$ cat src/rtl/exc_if.sv
// Retirement-event and PC-redirect bundle between the core/PC unit (master) and exc_sequencer (slave).
// exc_count is present only when EXC_COUNT_EN is defined.
interface exc_if;
  logic        instr_valid;
  logic [31:0] pc_cur;
  logic [31:0] pc_next;
  logic        exc_illegal;
  logic        exc_ovf;
  logic        exc_sys;
  logic        int_req;
  logic        eret;
  logic        redirect_ack;
  logic        flush;
  logic        redirect_valid;
  logic [31:0] redirect_pc;
  logic [1:0]  cause;
  logic [31:0] epc;
  logic        ie;
  logic        in_handler;
  logic        halted;
`ifdef EXC_COUNT_EN
  logic [15:0] exc_count;
`endif

  modport master (
    output instr_valid, pc_cur, pc_next, exc_illegal, exc_ovf, exc_sys,
    output int_req, eret, redirect_ack,
`ifdef EXC_COUNT_EN
    input  exc_count,
`endif
    input  flush, redirect_valid, redirect_pc, cause, epc, ie, in_handler, halted
  );

  modport slave (
    input  instr_valid, pc_cur, pc_next, exc_illegal, exc_ovf, exc_sys,
    input  int_req, eret, redirect_ack,
`ifdef EXC_COUNT_EN
    output exc_count,
`endif
    output flush, redirect_valid, redirect_pc, cause, epc, ie, in_handler, halted
  );
endinterface

$ cat src/rtl/exc_sequencer.sv
// Exception/interrupt entry and ERET return sequencer for the multicycle MIPS core.
// Optional feature macro EXC_COUNT_EN adds a saturating count of taken events (exc_count).
module exc_sequencer #(
  parameter logic [31:0] VEC_BASE = 32'h0000_0100,
  parameter logic        RST_IE   = 1'b1
) (
  input logic clk,
  input logic rst,
  exc_if.slave bus
);

  typedef enum logic [2:0] {
    IDLE,
    SAVE,
    REDIR,
    HANDLER,
    RET,
    HALT
  } state_t;

  state_t      state_reg;
  logic        flush_reg;
  logic        redirect_valid_reg;
  logic [31:0] redirect_pc_reg;
  logic [1:0]  cause_reg;
  logic [31:0] epc_reg;
  logic        ie_reg;
  logic        in_handler_reg;
  logic        halted_reg;

  logic        sync_exc;
  logic        event_hit;
  logic [1:0]  event_cause;
  logic [31:0] event_epc;

  assign sync_exc = bus.exc_illegal | bus.exc_ovf | bus.exc_sys;

  // Fixed-priority pick; an interrupt lets the retiring instruction complete, so it returns to pc_next.
  always_comb begin
    event_hit   = 1'b0;
    event_cause = 2'b00;
    event_epc   = bus.pc_cur;
    if (bus.instr_valid) begin
      if (bus.exc_illegal) begin
        event_hit   = 1'b1;
        event_cause = 2'b01;
      end else if (bus.exc_ovf) begin
        event_hit   = 1'b1;
        event_cause = 2'b10;
      end else if (bus.exc_sys) begin
        event_hit   = 1'b1;
        event_cause = 2'b11;
      end else if (bus.int_req && ie_reg) begin
        event_hit   = 1'b1;
        event_cause = 2'b00;
        event_epc   = bus.pc_next;
      end
    end
  end

  always_ff @(posedge clk or posedge rst) begin
    if (rst) begin
      state_reg          <= IDLE;
      flush_reg          <= 1'b0;
      redirect_valid_reg <= 1'b0;
      redirect_pc_reg    <= 32'h0;
      cause_reg          <= 2'b00;
      epc_reg            <= 32'h0;
      ie_reg             <= RST_IE;
      in_handler_reg     <= 1'b0;
      halted_reg         <= 1'b0;
    end else begin
      case (state_reg)
        IDLE: begin
          if (event_hit) begin
            cause_reg <= event_cause;
            epc_reg   <= event_epc;
            ie_reg    <= 1'b0;
            flush_reg <= 1'b1;
            state_reg <= SAVE;
          end
        end
        SAVE: begin
          flush_reg          <= 1'b0;
          redirect_pc_reg    <= VEC_BASE + {27'b0, cause_reg, 3'b000};
          redirect_valid_reg <= 1'b1;
          state_reg          <= REDIR;
        end
        REDIR: begin
          if (bus.redirect_ack) begin
            redirect_valid_reg <= 1'b0;
            in_handler_reg     <= 1'b1;
            state_reg          <= HANDLER;
          end
        end
        HANDLER: begin
          // A fault inside the handler wins over a coincident ERET.
          if (bus.instr_valid) begin
            if (sync_exc) begin
              halted_reg <= 1'b1;
              state_reg  <= HALT;
            end else if (bus.eret) begin
              redirect_pc_reg    <= epc_reg;
              flush_reg          <= 1'b1;
              redirect_valid_reg <= 1'b1;
              state_reg          <= RET;
            end
          end
        end
        RET: begin
          flush_reg <= 1'b0;
          if (bus.redirect_ack) begin
            redirect_valid_reg <= 1'b0;
            ie_reg             <= 1'b1;
            in_handler_reg     <= 1'b0;
            state_reg          <= IDLE;
          end
        end
        HALT: begin
          halted_reg <= 1'b1;
        end
        default: begin
          state_reg <= IDLE;
        end
      endcase
    end
  end

`ifdef EXC_COUNT_EN
  logic [15:0] count_reg;

  always_ff @(posedge clk or posedge rst) begin
    if (rst) begin
      count_reg <= 16'h0;
    end else if (state_reg == IDLE && event_hit && count_reg != 16'hFFFF) begin
      count_reg <= count_reg + 16'd1;
    end
  end

  assign bus.exc_count = count_reg;
`endif

  assign bus.flush          = flush_reg;
  assign bus.redirect_valid = redirect_valid_reg;
  assign bus.redirect_pc    = redirect_pc_reg;
  assign bus.cause          = cause_reg;
  assign bus.epc            = epc_reg;
  assign bus.ie             = ie_reg;
  assign bus.in_handler     = in_handler_reg;
  assign bus.halted         = halted_reg;

endmodule
$ cat src/flat_wrapper.sv
// flat-port wrapper written by rule: the top's interface ports become plain ports
module exc_sequencer_flat 
#(
  parameter logic [31:0] VEC_BASE = 32'h0000_0100,
  parameter logic        RST_IE   = 1'b1
)
  (clk, rst, bus_instr_valid, bus_pc_cur, bus_pc_next, bus_exc_illegal, bus_exc_ovf, bus_exc_sys, bus_int_req, bus_eret, bus_redirect_ack, bus_flush, bus_redirect_valid, bus_redirect_pc, bus_cause, bus_epc, bus_ie, bus_in_handler, bus_halted);
  exc_if bus_i ();
  input logic clk;
  input logic rst;
  input wire logic [$bits(bus_i.instr_valid)-1:0] bus_instr_valid;
  input wire logic [$bits(bus_i.pc_cur)-1:0] bus_pc_cur;
  input wire logic [$bits(bus_i.pc_next)-1:0] bus_pc_next;
  input wire logic [$bits(bus_i.exc_illegal)-1:0] bus_exc_illegal;
  input wire logic [$bits(bus_i.exc_ovf)-1:0] bus_exc_ovf;
  input wire logic [$bits(bus_i.exc_sys)-1:0] bus_exc_sys;
  input wire logic [$bits(bus_i.int_req)-1:0] bus_int_req;
  input wire logic [$bits(bus_i.eret)-1:0] bus_eret;
  input wire logic [$bits(bus_i.redirect_ack)-1:0] bus_redirect_ack;
  output wire logic [$bits(bus_i.flush)-1:0] bus_flush;
  output wire logic [$bits(bus_i.redirect_valid)-1:0] bus_redirect_valid;
  output wire logic [$bits(bus_i.redirect_pc)-1:0] bus_redirect_pc;
  output wire logic [$bits(bus_i.cause)-1:0] bus_cause;
  output wire logic [$bits(bus_i.epc)-1:0] bus_epc;
  output wire logic [$bits(bus_i.ie)-1:0] bus_ie;
  output wire logic [$bits(bus_i.in_handler)-1:0] bus_in_handler;
  output wire logic [$bits(bus_i.halted)-1:0] bus_halted;
  assign bus_i.instr_valid = bus_instr_valid;
  assign bus_i.pc_cur = bus_pc_cur;
  assign bus_i.pc_next = bus_pc_next;
  assign bus_i.exc_illegal = bus_exc_illegal;
  assign bus_i.exc_ovf = bus_exc_ovf;
  assign bus_i.exc_sys = bus_exc_sys;
  assign bus_i.int_req = bus_int_req;
  assign bus_i.eret = bus_eret;
  assign bus_i.redirect_ack = bus_redirect_ack;
  assign bus_flush = bus_i.flush;
  assign bus_redirect_valid = bus_i.redirect_valid;
  assign bus_redirect_pc = bus_i.redirect_pc;
  assign bus_cause = bus_i.cause;
  assign bus_epc = bus_i.epc;
  assign bus_ie = bus_i.ie;
  assign bus_in_handler = bus_i.in_handler;
  assign bus_halted = bus_i.halted;
  exc_sequencer #(.VEC_BASE(VEC_BASE), .RST_IE(RST_IE)) u_core (.clk(clk), .rst(rst), .bus(bus_i));
endmodule
$ cat config.mk
export PLATFORM = sky130hd
export DESIGN_NAME = exc_sequencer_flat
export DESIGN_NICKNAME = d
export VERILOG_FILES = /design/src/rtl/exc_if.sv /design/src/rtl/exc_sequencer.sv /design/src/flat_wrapper.sv
export SDC_FILE = /design/constraint.sdc
export NUM_CORES = 1
export LEC_CHECK = 0
export CORE_MARGIN = 2
export CORE_UTILIZATION = 46
export DETAILED_ROUTE_END_ITERATION = 8
export PLACE_DENSITY = 0.93
export SLEW_MARGIN = 5
export SYNTH_ARGS = -nofsm -noshare
export SYNTH_HDL_FRONTEND = slang
export SYNTH_SLANG_ARGS = --single-unit
$ cat constraint.sdc
create_clock -name clk -period 4.9 [get_ports clk]
set_input_delay 0.98 -clock clk [delete_from_list [all_inputs] [get_ports clk]]
set_output_delay 0.98 -clock clk [all_outputs]
set_load 0.02 [all_outputs]
Word level (Yosys, flattened, before mapping)
Cells that the tools add are included.

Input port bits: 73. Output and inout port bits: 71. Register bits after elaboration: 74. Word-level logic and storage cells: 84.

Muxes and demuxes: 39. Bitwise operators: 3. Equality and inequality tests: 14. Add/sub/neg operators: 1. Reduce and logical (&&, ||, !) cells: 18.

Operators with widths (count): 2-to-1 mux 32 bit (8); case mux 32 bit (2 select lines) (1); 2-to-1 mux 3 bit (6); case mux 3 bit (6 select lines) (1); 2-to-1 mux 1 bit (14); adder 9 x 5 -> 10 bit (first input constant) (1); != test 2 bit (second input constant) (5); AND reduction 5 bit (2); AND reduction 3 bit (3); 2-to-1 mux 2 bit (4); nonzero test 2 bit (4); == test 3 x 2 -> 1 bit (second input constant) (2); == test 3 bit (second input constant) (2); != test 2 x 1 -> 1 bit (second input constant) (3); case mux 1 bit (2 select lines) (3); case mux 1 bit (3 select lines) (2); AND reduction 6 bit (1); nonzero test 3 bit (2); AND reduction 4 bit (1); OR reduction 2 bit (2); == test 3 x 1 -> 1 bit (second input constant) (1); zero test 3 bit (1); != test 3 x 2 -> 1 bit (second input constant) (1); bitwise OR 1 bit (2); 3 further kinds (3).

Depth between registers and ports, before layout
Depth after elaboration: 8. Mapped depth: 6. Gate-level depth less buffers: 4.

Worst setup path after synthesis
OpenSTA, ideal clock, no wires.

Path kind: in2reg. From: input port bus_exc_illegal. To: register u_core.epc_reg[5], in the netlist u_core.bus.epc[5]. Library setup time: 0.126 ns. Data required time: 4.774 ns. Stages: 5. Data arrival time: 2.123 ns. Slack: 2.651 ns. Buffers on the path: 1. Path through: or3_4 -> nor3_4 -> buf_6 -> mux2i_1 -> a21oi_1.

Longest elaborated chain between the ends: 3. Elaborated cells between the ends (all ways): 5. Those cells by class: mux: 4; reduce/logical: 1.

Ends and longest elaborated chain: start, declared (RTL line flat_wrapper.sv:14) `input wire logic [$bits(bus_i.exc_illegal)-1:0] bus_exc_illegal;`; 2-to-1 mux 1 bit (RTL line exc_sequencer.sv:44) `if (bus.exc_illegal) begin`; 2-to-1 mux 1 bit (RTL line exc_sequencer.sv:43) `if (bus.instr_valid) begin`; AND reduction 2 bit (no line); end signal, assigned (RTL line exc_sequencer.sv:77) `epc_reg <= event_epc;`; end, declared (RTL line exc_sequencer.sv:26) `logic [31:0] epc_reg;`.

Several ways; a longest one is shown, not always the timed one. A chain may end at the register's enable or synchronous reset.

Final worst setup path
From: input port bus_exc_illegal. To: register u_core.redirect_pc_reg[3], in the netlist u_core.bus.redirect_pc[3].

Longest elaborated chain between the ends: 4.

Ends and longest elaborated chain: bitwise OR 1 bit (2 in series) (RTL line exc_sequencer.sv:36) `assign sync_exc = bus.exc_illegal | bus.exc_ovf | bus.exc_sys;`; != test 2 bit (no line); AND reduction 4 bit (no line); end signal, assigned (RTL line exc_sequencer.sv:85) `redirect_pc_reg <= VEC_BASE + {27'b0, cause_reg, 3'b000};`; end signal, assigned (RTL line exc_sequencer.sv:103) `redirect_pc_reg <= epc_reg;`; end, declared (RTL line exc_sequencer.sv:24) `logic [31:0] redirect_pc_reg;`.

No other way between the ends.

==> impl.org <==
** Finish
- Leaving out fill and tap cells, the most frequent cells in the layout are 143 x clkdlybuf4s50_1, 73 x dfrtp_1, 39 x a21oi_1, 38 x nor2_1.
- Core utilization of the finished layout :: 71.12%
- The sequential cells in the finished layout cover a total of 1853 um2.
- Area Growth Syn to Fin :: 50.11%
- Most common library cell in the layout ignoring fill and taps :: clkdlybuf4s50_1
- The layout has 541 filler cells.
- Of the cells placed in the final design, the portion with a size suffix greater than 1 is 7.277%.
- Fin nets :: 549
- The multi-input combinational cells in the finished layout cover a total of 1297 um2.
- The repair_antennas step left the layout with diodes totalling 0.

** Synth
- Synthesis instantiated 36 different standard cells from the library.
- Cell accounting for the most synthesized area :: dfrtp_1
- Post-Syn Nets :: 415
- Number of flops mapped to enable cells by yosys :: 0
- Area fraction of the dominant cell type after synthesis :: 53.44%
- Top flip-flop cell by instance count after synthesis :: dfrtp_1
- The average instance in the mapped netlist occupies 9.995 um2.
- Sequential cell area fraction in the yosys report :: 54.21%
- The synthesized netlist occupies a cell area of 3418 um2.
- Counting flops with an async set or reset pin after synthesis yields a share of 100.0%.
- By area the synthesized netlist is led by dfrtp_1 53%, mux2i_1 9.4%, a21oi_1 5.7%.
- In this run, synthesis produced a sequential element count of 74.
- The Yosys step of the flow raised 0 warnings.
- Post-synthesis cell count :: 342

** Pwr
- Net switching is 38.96% of the power.
- Sequential fraction of design power :: 35.5%
- Across the VDD grid, the largest voltage drop is 0.2971 mV.
- Fraction of power consumed by the clock network :: 20.0%
- Combinational cells account for 44.5% of the total power.
- Overall power of the completed layout :: 2832 uW
- Power spent charging and discharging nets :: 1103 uW
- In this run the power density over the cells is 552.0 nW/um2.
- Cell internal power was estimated by the tool at 1729 uW.
- In this run the static leakage power is 0.001996 uW.

** CTS
- The number of clock buffers added by TritonCTS is 9.
- Number of buffers inserted for hold repair after clock tree synthesis :: 0
- Max H-tree Level :: 3
- TritonCTS built the clock tree.
- The root buffer cell chosen for the clock tree is clkbuf_8.
- In this run the post-CTS setup repair buffer count came out at 0.
- Clock-pin slew was measured on the worst setup and hold paths at 0.07 ns.
- Insertion delay to the later sink of the worst-skew pair :: 0.33 ns
- Sinks on Clock Net :: 74
- Post_cts resized :: 0
- Number of buffers between clock root and the deepest sink :: 2

** Placement
- Routability congestion estimate :: 0.8218
- Worst slack at placement :: 1.425 ns
- Half-perimeter wire length of the detailed placement result :: 6.863 mm
- Input and output buffers added on the ports amount to 143.

** Hold path
- Hold wc startpoint :: u_core.bus.halted
- For hold timing, the worst endpoint is u_core.bus.halted.
- In this run the worst hold path is classified as flop to flop.
- Counting instances, the worst hold path has a depth of 1.

** Worst setup path
- The worst register-to-register path ends at u_core.bus.epc[29].
- Start-to-end type of the worst setup path :: primary input to flop
- STA classifies the critical path startpoint as a primary input.
- At the worst endpoint, the arrival time is 3.36 ns.
- Number of cells on the worst reg-to-reg path :: 6
- Reg-to-reg startpoint :: u_core.state_reg[1]
- Worst Setup End Kind :: flop
- Data on the critical path is required at its endpoint by 5.11 ns.
- Of all nets on the critical path, the largest fanout is 17.
- For flop-to-flop paths, the worst setup slack is 2.33 ns.

** Routing
- The first TritonRoute pass finished after 4 iterations.
- After detailed routing, the wire length on met1 is 3.681 mm.
- Met3 Routed Length :: 621 um
- Uppermost layer routed :: met4
- Detailed routing inserted a total of 3092 vias.
- In the final routed layout, each cell accounts on average for 16.30 um.
- Routed met2 length :: 4.913 mm
- For this block, the initial DRC count from the detailed router was 174.
- Wirelength, routed :: 9.455 mm
- Vias per cell :: 5.331
- In this run the remaining antenna-violating nets after routing total 0.
- Remaining DRCs :: 0

** Global routing
- Vias in the first global route :: 3196
- Total routing resource utilization after global routing :: 23.42%
- The first global-routing pass estimated 15.39 mm of wire.
- Number of antenna violations at the first check in global routing :: 0
- For this run the aggregate overflow at the end of global routing stands at 0.
- Entering global routing, the biggest net connects 48 pins.

** Timing
- Hold violation total from the final report :: 0
- Final setup violation count :: 0
- Final worst path period share :: 64.27%
- Fin worst setup slack :: 1.751 ns
- Max Clock Freq :: 317.6 MHz
- On the final layout, the worst clock skew is 0.008173 ns.
- Setup repair after global routing missed its margin :: false
- The worst path in the final design needs a cycle of 3.149 ns, including I/O delays and setup.
- Worst slack on hold paths :: 0.5028 ns
- The number of pins exceeding their max-slew limit in the final report is 0.
- Worst slew margin :: 22.31%
- Transition time of the tightest slew-check pin :: 1.165 ns
- After routing, the total negative slack on setup checks comes to 0 ns.

** Floorplan
- Placement Rows :: 31
- Die area :: 8137 um2
- For this configuration, the core starts out at a cell density of 47.38%.
- Chip Width :: 90.21 um
- The core region is 7214 um2.
- 144 I/O pins were placed.
- Die Ht :: 90.21 um

** Run
- Number of max-cap violations :: 0

** Run status
- The flow ran to the end, and the final reports show no timing, DRC or antenna violations.
## critical path, stage by stage
cell	delay [ns]
clkdlybuf4s50_1	0.48
nor3_2	0.39
nand3_1	0.21
a21boi_2	0.59
buf_4	0.34
mux2_2	0.37
## cells by family (layout without fill, tap and decap cells)
| family | Yosys count | count (layout) | synth area share (%) |
|---|---|---|---|
| compound gates | 84 | 84 | 13.29 |
| flops | 74 | 74 | 54.21 |
| simple gates | 88 | 88 | 13.58 |
| buf+inv | 60 | 199 | 8.235 |
| mux | 36 | 36 | 10.69 |
## cells in the mapped netlist (2+ instances only)
cell / n
nand4_1: 29
o21ai_0: 33
nor3_1: 2
a21o_1: 3
a21oi_1: 39
clkbuf_1: 12
mux2_2: 4
inv_1: 34
nand2b_1: 3
nor2_1: 38
buf_2: 6
mux2i_1: 32
dfrtp_1: 73
nand2_1: 7
buf_6: 6
## metal layers
metal	up-vias	global-route usage, %
met5	-	0
met1	1481	27.11
met3	23	4.526
li1	1446	-
met4	0	9.744
met2	142	42.36
## final cells by class
type | count | share of cell area, %
clock buffer | 9 | 2.414
timing repair buffer | 149 | 29.02
tap | 99 | 2.414
multi-input combinational | 208 | 25.29
sequential | 74 | 36.11
clock inverter | 7 | 2.268
inverter | 34 | 2.487
## worst max-delay path by stage
| stage | slack [ns] | depth (start not counted) | endpoint | from |
|---|---|---|---|---|
| 6_report | 1.75 | 6 | u_core.bus.redirect_pc[3] | bus_exc_illegal |
| 5_1_grt | 1.64 | 6 | u_core.bus.redirect_pc[3] | bus_exc_illegal |
| 4_1_cts | 1.78 | 6 | u_core.bus.redirect_pc[3] | bus_exc_illegal |
| 3_5_place_dp | 1.43 | 6 | u_core.bus.redirect_pc[3] | bus_exc_illegal |
| 3_3_place_gp | 1.48 | 6 | u_core.bus.redirect_pc[3] | bus_exc_illegal |
| 2_1_floorplan | 2.04 | 1 | u_core.bus.cause[0] | rst |
## stage by stage
| step | std cells | area, um2 |
|---|---|---|
| 3_5_place_dp | 564 | 4891 |
| 5_1_grt | 580 | 5131 |
| 4_1_cts | 580 | 5131 |
| 6_report | 580 | 5131 |
| 2_1_floorplan | 342 | 3418 |
| 3_3_place_gp | 564 | 4891 |
## power by group through the flow
stage	Combinational (uW)	Clock [uW]	Sequential [uW]
detailed placement	1260	0	1010
CTS	1260	574	1000
global route	1350	602	1030
finish	1260	567	1010
floorplan	450	0	1210
global placement	1220	0	999
No activity file was read; power rests on OpenSTA's default activity.
